### src/rtl/spi_master_if.sv
// Pin-level and handshake bundle for the byte-wide SPI master.
// The master modport is the controller side; slave is the opposite end.
interface spi_master_if;
  logic       start;
  logic [7:0] txd_data;
  logic       busy;
  logic       done;
  logic [7:0] rxd_data;
  logic       CS_N;
  logic       SCK;
  logic       MOSI;
  logic       MISO;

  modport master (
    input  start, txd_data, MISO,
    output busy, done, rxd_data, CS_N, SCK, MOSI
  );

  modport slave (
    output start, txd_data, MISO,
    input  busy, done, rxd_data, CS_N, SCK, MOSI
  );
endinterface

### src/rtl/spi_master.sv
// Mode-0 (CPOL=0, CPHA=0), MSB-first, byte-wide SPI master.
// SCK is derived from sys_clk with a half-period of CLK_DIV cycles; every
// output is registered so there is no combinational input-to-output path.
module spi_master #(
  parameter int CLK_DIV = 4
) (
  input  logic          sys_clk,
  input  logic          rst,
  spi_master_if.master  bus
);

  localparam int                DIV_W    = (CLK_DIV > 1) ? $clog2(CLK_DIV) : 1;
  localparam logic [DIV_W-1:0]  TICK_VAL = DIV_W'(CLK_DIV - 1);

  typedef enum logic [2:0] {IDLE, SETUP, XFER, HOLD, GAP} state_t;

  state_t           state;
  logic [DIV_W-1:0] div_cnt;
  logic [3:0]       bit_cnt;
  logic [6:0]       tx_sh;   // bits still to send after the one on MOSI
  logic [7:0]       rx_sh;
  logic             tick;

  // One tick per SCK half-period; only meaningful outside IDLE.
  assign tick = (div_cnt == TICK_VAL);

  // Frame sequencer: divider, shift registers and all registered outputs.
  // NOTE: asynchronous reset returns every output to its idle value at once,
  // so an aborted frame never produces done or touches rxd_data.
  always_ff @(posedge sys_clk or posedge rst) begin
    if (rst) begin
      state         <= IDLE;
      div_cnt       <= '0;
      bit_cnt       <= '0;
      tx_sh         <= '0;
      rx_sh         <= '0;
      bus.busy      <= 1'b0;
      bus.done      <= 1'b0;
      bus.rxd_data  <= 8'h00;
      bus.CS_N      <= 1'b1;
      bus.SCK       <= 1'b0;
      bus.MOSI      <= 1'b0;
    end else begin
      // NOTE: non-blocking assignments throughout, so every branch below
      // reads the pre-edge values of the shift registers and counters.
      bus.done <= 1'b0;
      if (state != IDLE) begin
        div_cnt <= tick ? '0 : div_cnt + DIV_W'(1);
      end

      unique case (state)
        IDLE: begin
          div_cnt <= '0;
          if (bus.start) begin
            tx_sh    <= bus.txd_data[6:0];
            bus.MOSI <= bus.txd_data[7];
            bit_cnt  <= '0;
            bus.CS_N <= 1'b0;
            bus.busy <= 1'b1;
            state    <= SETUP;
          end
        end

        SETUP: begin
          // First rising edge samples MISO just like the ones in XFER.
          if (tick) begin
            bus.SCK <= 1'b1;
            rx_sh   <= {rx_sh[6:0], bus.MISO};
            bit_cnt <= bit_cnt + 4'd1;
            state   <= XFER;
          end
        end

        XFER: begin
          if (tick) begin
            if (!bus.SCK) begin
              bus.SCK <= 1'b1;
              rx_sh   <= {rx_sh[6:0], bus.MISO};
              bit_cnt <= bit_cnt + 4'd1;
            end else begin
              bus.SCK <= 1'b0;
              if (bit_cnt == 4'd8) begin
                bus.MOSI <= 1'b0;
                state    <= HOLD;
              end else begin
                bus.MOSI <= tx_sh[6];
                tx_sh    <= {tx_sh[5:0], 1'b0};
              end
            end
          end
        end

        HOLD: begin
          if (tick) begin
            bus.CS_N     <= 1'b1;
            bus.rxd_data <= rx_sh;
            bus.done     <= 1'b1;
            state        <= GAP;
          end
        end

        GAP: begin
          if (tick) begin
            bus.busy <= 1'b0;
            state    <= IDLE;
          end
        end

        default: state <= IDLE;
      endcase
    end
  end

endmodule

### src/flat_wrapper.sv
// flat-port wrapper written by rule: the top's interface ports become plain ports
module spi_master_flat 
#(
  parameter int CLK_DIV = 4
)
  (sys_clk, rst, bus_start, bus_txd_data, bus_MISO, bus_busy, bus_done, bus_rxd_data, bus_CS_N, bus_SCK, bus_MOSI);
  spi_master_if bus_i ();
  input  logic sys_clk;
  input  logic rst;
  input wire logic [$bits(bus_i.start)-1:0] bus_start;
  input wire logic [$bits(bus_i.txd_data)-1:0] bus_txd_data;
  input wire logic [$bits(bus_i.MISO)-1:0] bus_MISO;
  output wire logic [$bits(bus_i.busy)-1:0] bus_busy;
  output wire logic [$bits(bus_i.done)-1:0] bus_done;
  output wire logic [$bits(bus_i.rxd_data)-1:0] bus_rxd_data;
  output wire logic [$bits(bus_i.CS_N)-1:0] bus_CS_N;
  output wire logic [$bits(bus_i.SCK)-1:0] bus_SCK;
  output wire logic [$bits(bus_i.MOSI)-1:0] bus_MOSI;
  assign bus_i.start = bus_start;
  assign bus_i.txd_data = bus_txd_data;
  assign bus_i.MISO = bus_MISO;
  assign bus_busy = bus_i.busy;
  assign bus_done = bus_i.done;
  assign bus_rxd_data = bus_i.rxd_data;
  assign bus_CS_N = bus_i.CS_N;
  assign bus_SCK = bus_i.SCK;
  assign bus_MOSI = bus_i.MOSI;
  spi_master #(.CLK_DIV(CLK_DIV)) u_core (.sys_clk(sys_clk), .rst(rst), .bus(bus_i));
endmodule
### config.mk
export PLATFORM = sky130hd
export DESIGN_NAME = spi_master_flat
export DESIGN_NICKNAME = d
export VERILOG_FILES = /design/src/rtl/spi_master_if.sv /design/src/rtl/spi_master.sv /design/src/flat_wrapper.sv
export SDC_FILE = /design/constraint.sdc
export NUM_CORES = 1
export LEC_CHECK = 0
export CAP_MARGIN = 5
export CORE_UTILIZATION = 45
export DETAILED_ROUTE_END_ITERATION = 8
export GPL_ROUTABILITY_DRIVEN = 0
export PLACE_DENSITY = 0.64
export SLEW_MARGIN = 40
export SYNTH_ARGS = -nofsm -noshare
export SYNTH_HDL_FRONTEND = slang
export SYNTH_SLANG_ARGS = --single-unit
### constraint.sdc
create_clock -name sys_clk -period 2.4 [get_ports sys_clk]
set_input_delay 0.48 -clock sys_clk [delete_from_list [all_inputs] [get_ports sys_clk]]
set_output_delay 0.48 -clock sys_clk [all_outputs]
set_load 0.05 [all_outputs]
==> impl_metrics.json, run 1 <==
{
  "netlist_instances": 146,
  "cp-start-kind": "flop",
  "dpl.hpwl_um": 2080,
  "dp_slack_ps": 273,
  "cts_buffers": 5,
  "rsz0062_at_grt": "false",
  "hp-class": "flop to flop",
  "setup_ws_ps": 289,
  "critPathKind": "flop to output pin",
  "powerDensity_nw_per_um2": 528,
  "clk_pin_slew_ps": 70,
  "synthTopCellsByArea": "dfrtp_1, mux2_4, mux2_1, mux2i_1, nand2_1",
  "cts_resized": 0,
  "postRouteAntennaNets": 0,
  "cts_max_level": 2,
  "initial_utilization_pct": 46.9,
  "synth_most_common_cell": "dfrtp_1",
  "via_per_inst": 5.27,
  "nFillCells": 326,
  "required_ps": 1920,
  "vias": 1176,
  "die_area_um2": 4060,
  "grt_max_degree": 38,
  "drv_slew": 0,
  "hold_buffers": 0,
  "netlist_area_um2": 1720,
  "core.rowCount": 22,
  "gr-usage-all-layers_pct": 17.1,
  "ys_warn_count": 0,
  "status": "finished, final reports clean",
  "pin_count": 25,
  "syn2layout_area_growth_pct": 22.5,
  "drtIter0Drc": 24,
  "tightest_slew_ps": 534,
  "ir_drop_uv": 410,
  "grt_pass1_vias": 1231,
  "path_depth": 1,
  "core-area_um2": 3660,
  "worstRegToRegCells": 3,
  "crit_end": "bus_CS_N",
  "finalSetupViolations": 0,
  "cts_buffer_depth": 2,
  "multi_input_area_um2": 728,
  "antenna_found_initial": 0,
  "dr.pass1.iters": 4,
  "synth_common_cells": "dfrtp_1, nand2_1, mux2_1",
  "drive_gt1_share_pct": 13.1,
  "reg2reg_slack_ps": 600,
  "synth_area_per_cell_um2": 11.7,
  "critPathLaunch": "u_core.bus.CS_N$_DFFE_PP1P_",
  "design_area_um2": 2100,
  "cp.arrival_ps": 1630,
  "cts_tree": "built",
  "port-buffer-count": 24,
  "cts_setup_buffers": 0,
  "crit_fanout": 3,
  "ff_latch_area_um2": 927,
  "crit_slowest_cell": "clkdlybuf4s50_1",
  "synth_seq_cells": 37,
  "min_period_ps": 2110,
  "worstSkewPairLatency_ps": 290,
  "gr-total-overflow": 0,
  "hold_viol": 0,
  "clock_skew_ps": 6.83,
  "numClockSinks": 37,
  "placed_cell_area_um2": 2020,
  "drc": 0,
  "setup_tns_ps": 0,
  "synth-seq-area-share_pct": 54.0,
  "nNetsFinal": 190,
  "cp_cell_sequence": "clkdlybuf4s50_1",
  "max_stage_delay_ps": 800,
  "grt_pass1_wl_um": 5230,
  "max_slew_margin_pct": 64.4,
  "endpoint_kind": "output pin",
  "async_reset_ff_share_pct": 100,
  "cp_top_family": "buffers and inverters",
  "period_share_pct": 88.0,
  "syn_nets": 161,
  "final_core_util_pct": 57.4,
  "r2r-end": "u_core.rx_sh[6]$_DFFE_PP0P_",
  "fmax_mhz": 474,
  "r2r_start": "u_core.bus.SCK$_DFFE_PP0P_",
  "synth-edff-count": 0,
  "num_antenna_cells": 0,
  "die_x_um": 63.7,
  "cts_root_buf": "clkbuf_8",
  "synth.distinct_cells": 36,
  "leakagePower_nw": 1.01,
  "yosys.area.top_type": "dfrtp_1",
  "finalWirelength_um": 3050,
  "drt-wirelength-per-cell_um": 13.7,
  "cap_viol_max_count": 0,
  "netlist.area_leader.share_pct": 52.5,
  "worst-path-buf-inv": 1,
  "die_height_um": 63.7,
  "ys.flop_type": "dfrtp_1",
  "hold_depth": 1
}
==> worst min path at each step <==
stage	slack, ps	start	end
4_1_cts	440	u_core.div_cnt[0]$_DFF_PP0_	u_core.div_cnt[0]$_DFF_PP0_
3_5_place_dp	440	u_core.div_cnt[0]$_DFF_PP0_	u_core.div_cnt[0]$_DFF_PP0_
6_report	440	u_core.div_cnt[0]$_DFF_PP0_	u_core.div_cnt[0]$_DFF_PP0_
3_3_place_gp	430	u_core.div_cnt[0]$_DFF_PP0_	u_core.div_cnt[0]$_DFF_PP0_
5_1_grt	470	u_core.div_cnt[0]$_DFF_PP0_	u_core.div_cnt[0]$_DFF_PP0_
2_1_floorplan	410	u_core.div_cnt[0]$_DFF_PP0_	u_core.div_cnt[0]$_DFF_PP0_
==> state kept, by name, summed over array words and instances (netlist names) <==
signal and count:
u_core.bus.MOSI 1, u_core.bus.CS_N 1, u_core.bus.rxd_data 8, u_core.state 3, u_core.bit_cnt 4, u_core.bus.busy 1
u_core.bus.done 1, u_core.bus.SCK 1, u_core.rx_sh 8, u_core.tx_sh 7, u_core.div_cnt 2
==> final cells by class <==
class                      instances  share of cell area, %
clock buffer                       7                   4.11
inverter                           6                   1.07
multi-input combinational         96                   34.6
sequential                        37                   44.1
tap                               48                   2.86
timing repair buffer              29                   13.2
==> report_power, final <==
part           total, mW  internal (mW)  switching (mW)
logic             0.0422         0.0253          0.0168
registers          0.635          0.630         0.00489
clock network      0.434          0.228           0.206
==> routing by layer <==
layer / up-vias / wire (µm) / global-route usage [%]
li1: 566 / - / -
met1: 574 / 1380 / 19.6
met3: 9 / 148 / 4.29
met4: 0 / 93 / 12.2
met2: 27 / 1430 / 27.9
met5: - / 0 / 0
==> stage by stage <==
stage / power [mW] / hold WS, ps / std cells
2_1_floorplan: 0.663 / 415 / 146
3_3_place_gp: 0.688 / 428 / 216
3_5_place_dp: 0.689 / 435 / 216
4_1_cts: 1.13 / 444 / 223
5_1_grt: 1.15 / 469 / 223
6_report: 1.11 / 440 / 223
==> cells by family after synthesis <==
kind of cell / Yosys count / share of synthesized area (%)
compound gates: 24 / 9.04
xor+xnor: 1 / 0.511
fa+ha+maj: 3 / 2.19
buf+inv: 13 / 3.50
flops: 37 / 54.0
mux: 25 / 17.7
simple gates: 43 / 13.1
==> cell usage in the layout, fill, tap and decap left out, types with 2 or more instances in the layout <==
cell and n:
a21oi_1 3, a32o_1 2, buf_4 5, clkbuf_8 6, clkdlybuf4s50_1 24, dfrtp_1 36
ha_1 3, inv_1 6, mux2_1 9, mux2_4 8, mux2i_1 7, nand2_1 17
nand2b_1 3, nand3_1 5, nor2_1 6, nor2b_1 2, nor3_1 2, o211ai_1 2
o21ai_0 4, o21ai_1 8, or3b_1 2
No activity file was read; power rests on OpenSTA's default activity.
==> run 2, diff against run 1 <==
- CAP_MARGIN: 5 -> 30
- clock period: 2.4 -> 2.6 ns (I/O delays scaled with it)
==> impl_metrics.json, run 2 (same netlist as run 1, synthesis figures left out) <==
{
  "status": "finished, final reports clean",
  "die_area_um2": 4060,
  "drive_gt1_share_pct": 12.1,
  "multi_input_area_um2": 728,
  "cts_max_level": 2,
  "die_height_um": 63.7,
  "period_share_pct": 82.4,
  "gr-usage-all-layers_pct": 16.5,
  "cts_resized": 0,
  "clk_pin_slew_ps": 70,
  "core-area_um2": 3660,
  "nFillCells": 317,
  "initial_utilization_pct": 46.9,
  "critPathKind": "flop to output pin",
  "rsz0062_at_grt": "false",
  "cp-start-kind": "flop",
  "grt_pass1_vias": 1176,
  "drtIter0Drc": 24,
  "setup_tns_ps": 0,
  "ir_drop_uv": 488,
  "die_x_um": 63.7,
  "final_common_cell": "dfrtp_1",
  "numClockSinks": 37,
  "endpoint_kind": "output pin",
  "syn2layout_area_growth_pct": 21.9,
  "worst-path-buf-inv": 1,
  "core.rowCount": 22,
  "hold_buffers": 0,
  "hold_viol": 0,
  "dpl.hpwl_um": 2050,
  "tightest_slew_ps": 558,
  "pin_count": 25,
  "grt_max_degree": 38,
  "via_per_inst": 5.21,
  "drv_slew": 0,
  "cp_top_family": "buffers and inverters",
  "cts_buffer_depth": 2,
  "crit_fanout": 3,
  "drc": 0,
  "powerDensity_nw_per_um2": 492,
  "ff_latch_area_um2": 927,
  "cts_setup_buffers": 0,
  "hp-class": "flop to flop",
  "finalSetupViolations": 0,
  "crit_slowest_cell": "clkdlybuf4s50_1",
  "cap_viol_max_count": 0,
  "dr.pass1.iters": 4,
  "cts_root_buf": "clkbuf_8",
  "cts_tree": "built",
  "layout_common_cells": "dfrtp_1, clkdlybuf4s50_1, nand2_1",
  "dp_slack_ps": 465,
  "cp.arrival_ps": 1620,
  "port-buffer-count": 24,
  "finalWirelength_um": 2990,
  "final_core_util_pct": 57.1,
  "drt-wirelength-per-cell_um": 13.5,
  "vias": 1157,
  "max_stage_delay_ps": 800,
  "cp_cell_sequence": "clkdlybuf4s50_1",
  "cts_buffers": 5,
  "fmax_mhz": 467,
  "leakagePower_nw": 1.01,
  "antenna_found_initial": 0,
  "postRouteAntennaNets": 0,
  "gr-total-overflow": 0,
  "setup_ws_ps": 458,
  "min_period_ps": 2140,
  "clock_skew_ps": 8.96,
  "worstSkewPairLatency_ps": 280,
  "largestRegisters": "u_core.bus.rxd_data (8), u_core.rx_sh (8), u_core.tx_sh (7)",
  "num_antenna_cells": 0,
  "nNetsFinal": 188,
  "max_slew_margin_pct": 62.8,
  "grt_pass1_wl_um": 5200,
  "required_ps": 2080
}
==> run 2: changes by cell type in the layout (fill, tap and decap cells not counted) <==
cell | previous run | this run
buf_4 | 5 | 3
clkbuf_1 | 1 | 2
==> run 2: through the flow <==
| step | instance area [µm²] | std cells | hold slack, ps | power, mW |
|---|---|---|---|---|
| final | 2090 | 222 | 442 | 1.03 |
| after CTS | 2090 | 222 | 445 | 1.04 |
| after detailed placement | 2000 | 214 | 436 | 0.637 |
| after global routing | 2090 | 222 | 471 | 1.07 |
| after global placement | 2000 | 214 | 428 | 0.635 |
| after floorplan | 1720 | 146 | 415 | 0.612 |
==> run 2: cell type report <==
class | count | area share (%)
timing repair buffer | 27 | 12.6
sequential | 37 | 44.3
tap | 48 | 2.87
inverter | 6 | 1.08
clock buffer | 8 | 4.31
multi-input combinational | 96 | 34.8
==> run 2: power breakdown <==
part | total (mW) | internal, mW | switching (mW)
clock network | 0.404 | 0.216 | 0.188
registers | 0.586 | 0.581 | 0.00460
logic | 0.0392 | 0.0234 | 0.0158
==> run 2: final timing paths <==
| check | start | endpoint | slack, ps | depth (start not counted) |
|---|---|---|---|---|
| worst max-delay path | u_core.bus.CS_N$_DFFE_PP1P_ | bus_CS_N | 460 | 1 |
| worst min register to register | u_core.div_cnt[0]$_DFF_PP0_ | u_core.div_cnt[0]$_DFF_PP0_ | 440 | 1 |
| min in group asynchronous | rst | u_core.bus.rxd_data[7]$_DFFE_PP0P_ | 640 | 3 |
| worst max register to register | u_core.state[1]$_DFFE_PP0P_ | u_core.rx_sh[4]$_DFFE_PP0P_ | 630 | 3 |
| max in group asynchronous | rst | u_core.bus.CS_N$_DFFE_PP1P_ | 1620 | 3 |
| worst min-delay path | u_core.div_cnt[0]$_DFF_PP0_ | u_core.div_cnt[0]$_DFF_PP0_ | 440 | 1 |
==> run 2: routing by layer <==
layer | track usage [%] | up-vias | share of wire (%)
li1 | - | 563 | -
met1 | 20.6 | 567 | 48
met2 | 28.3 | 25 | 48
met3 | 3.75 | 2 | 3.5
met4 | 5.11 | 0 | 1.0
met5 | 0 | - | 0
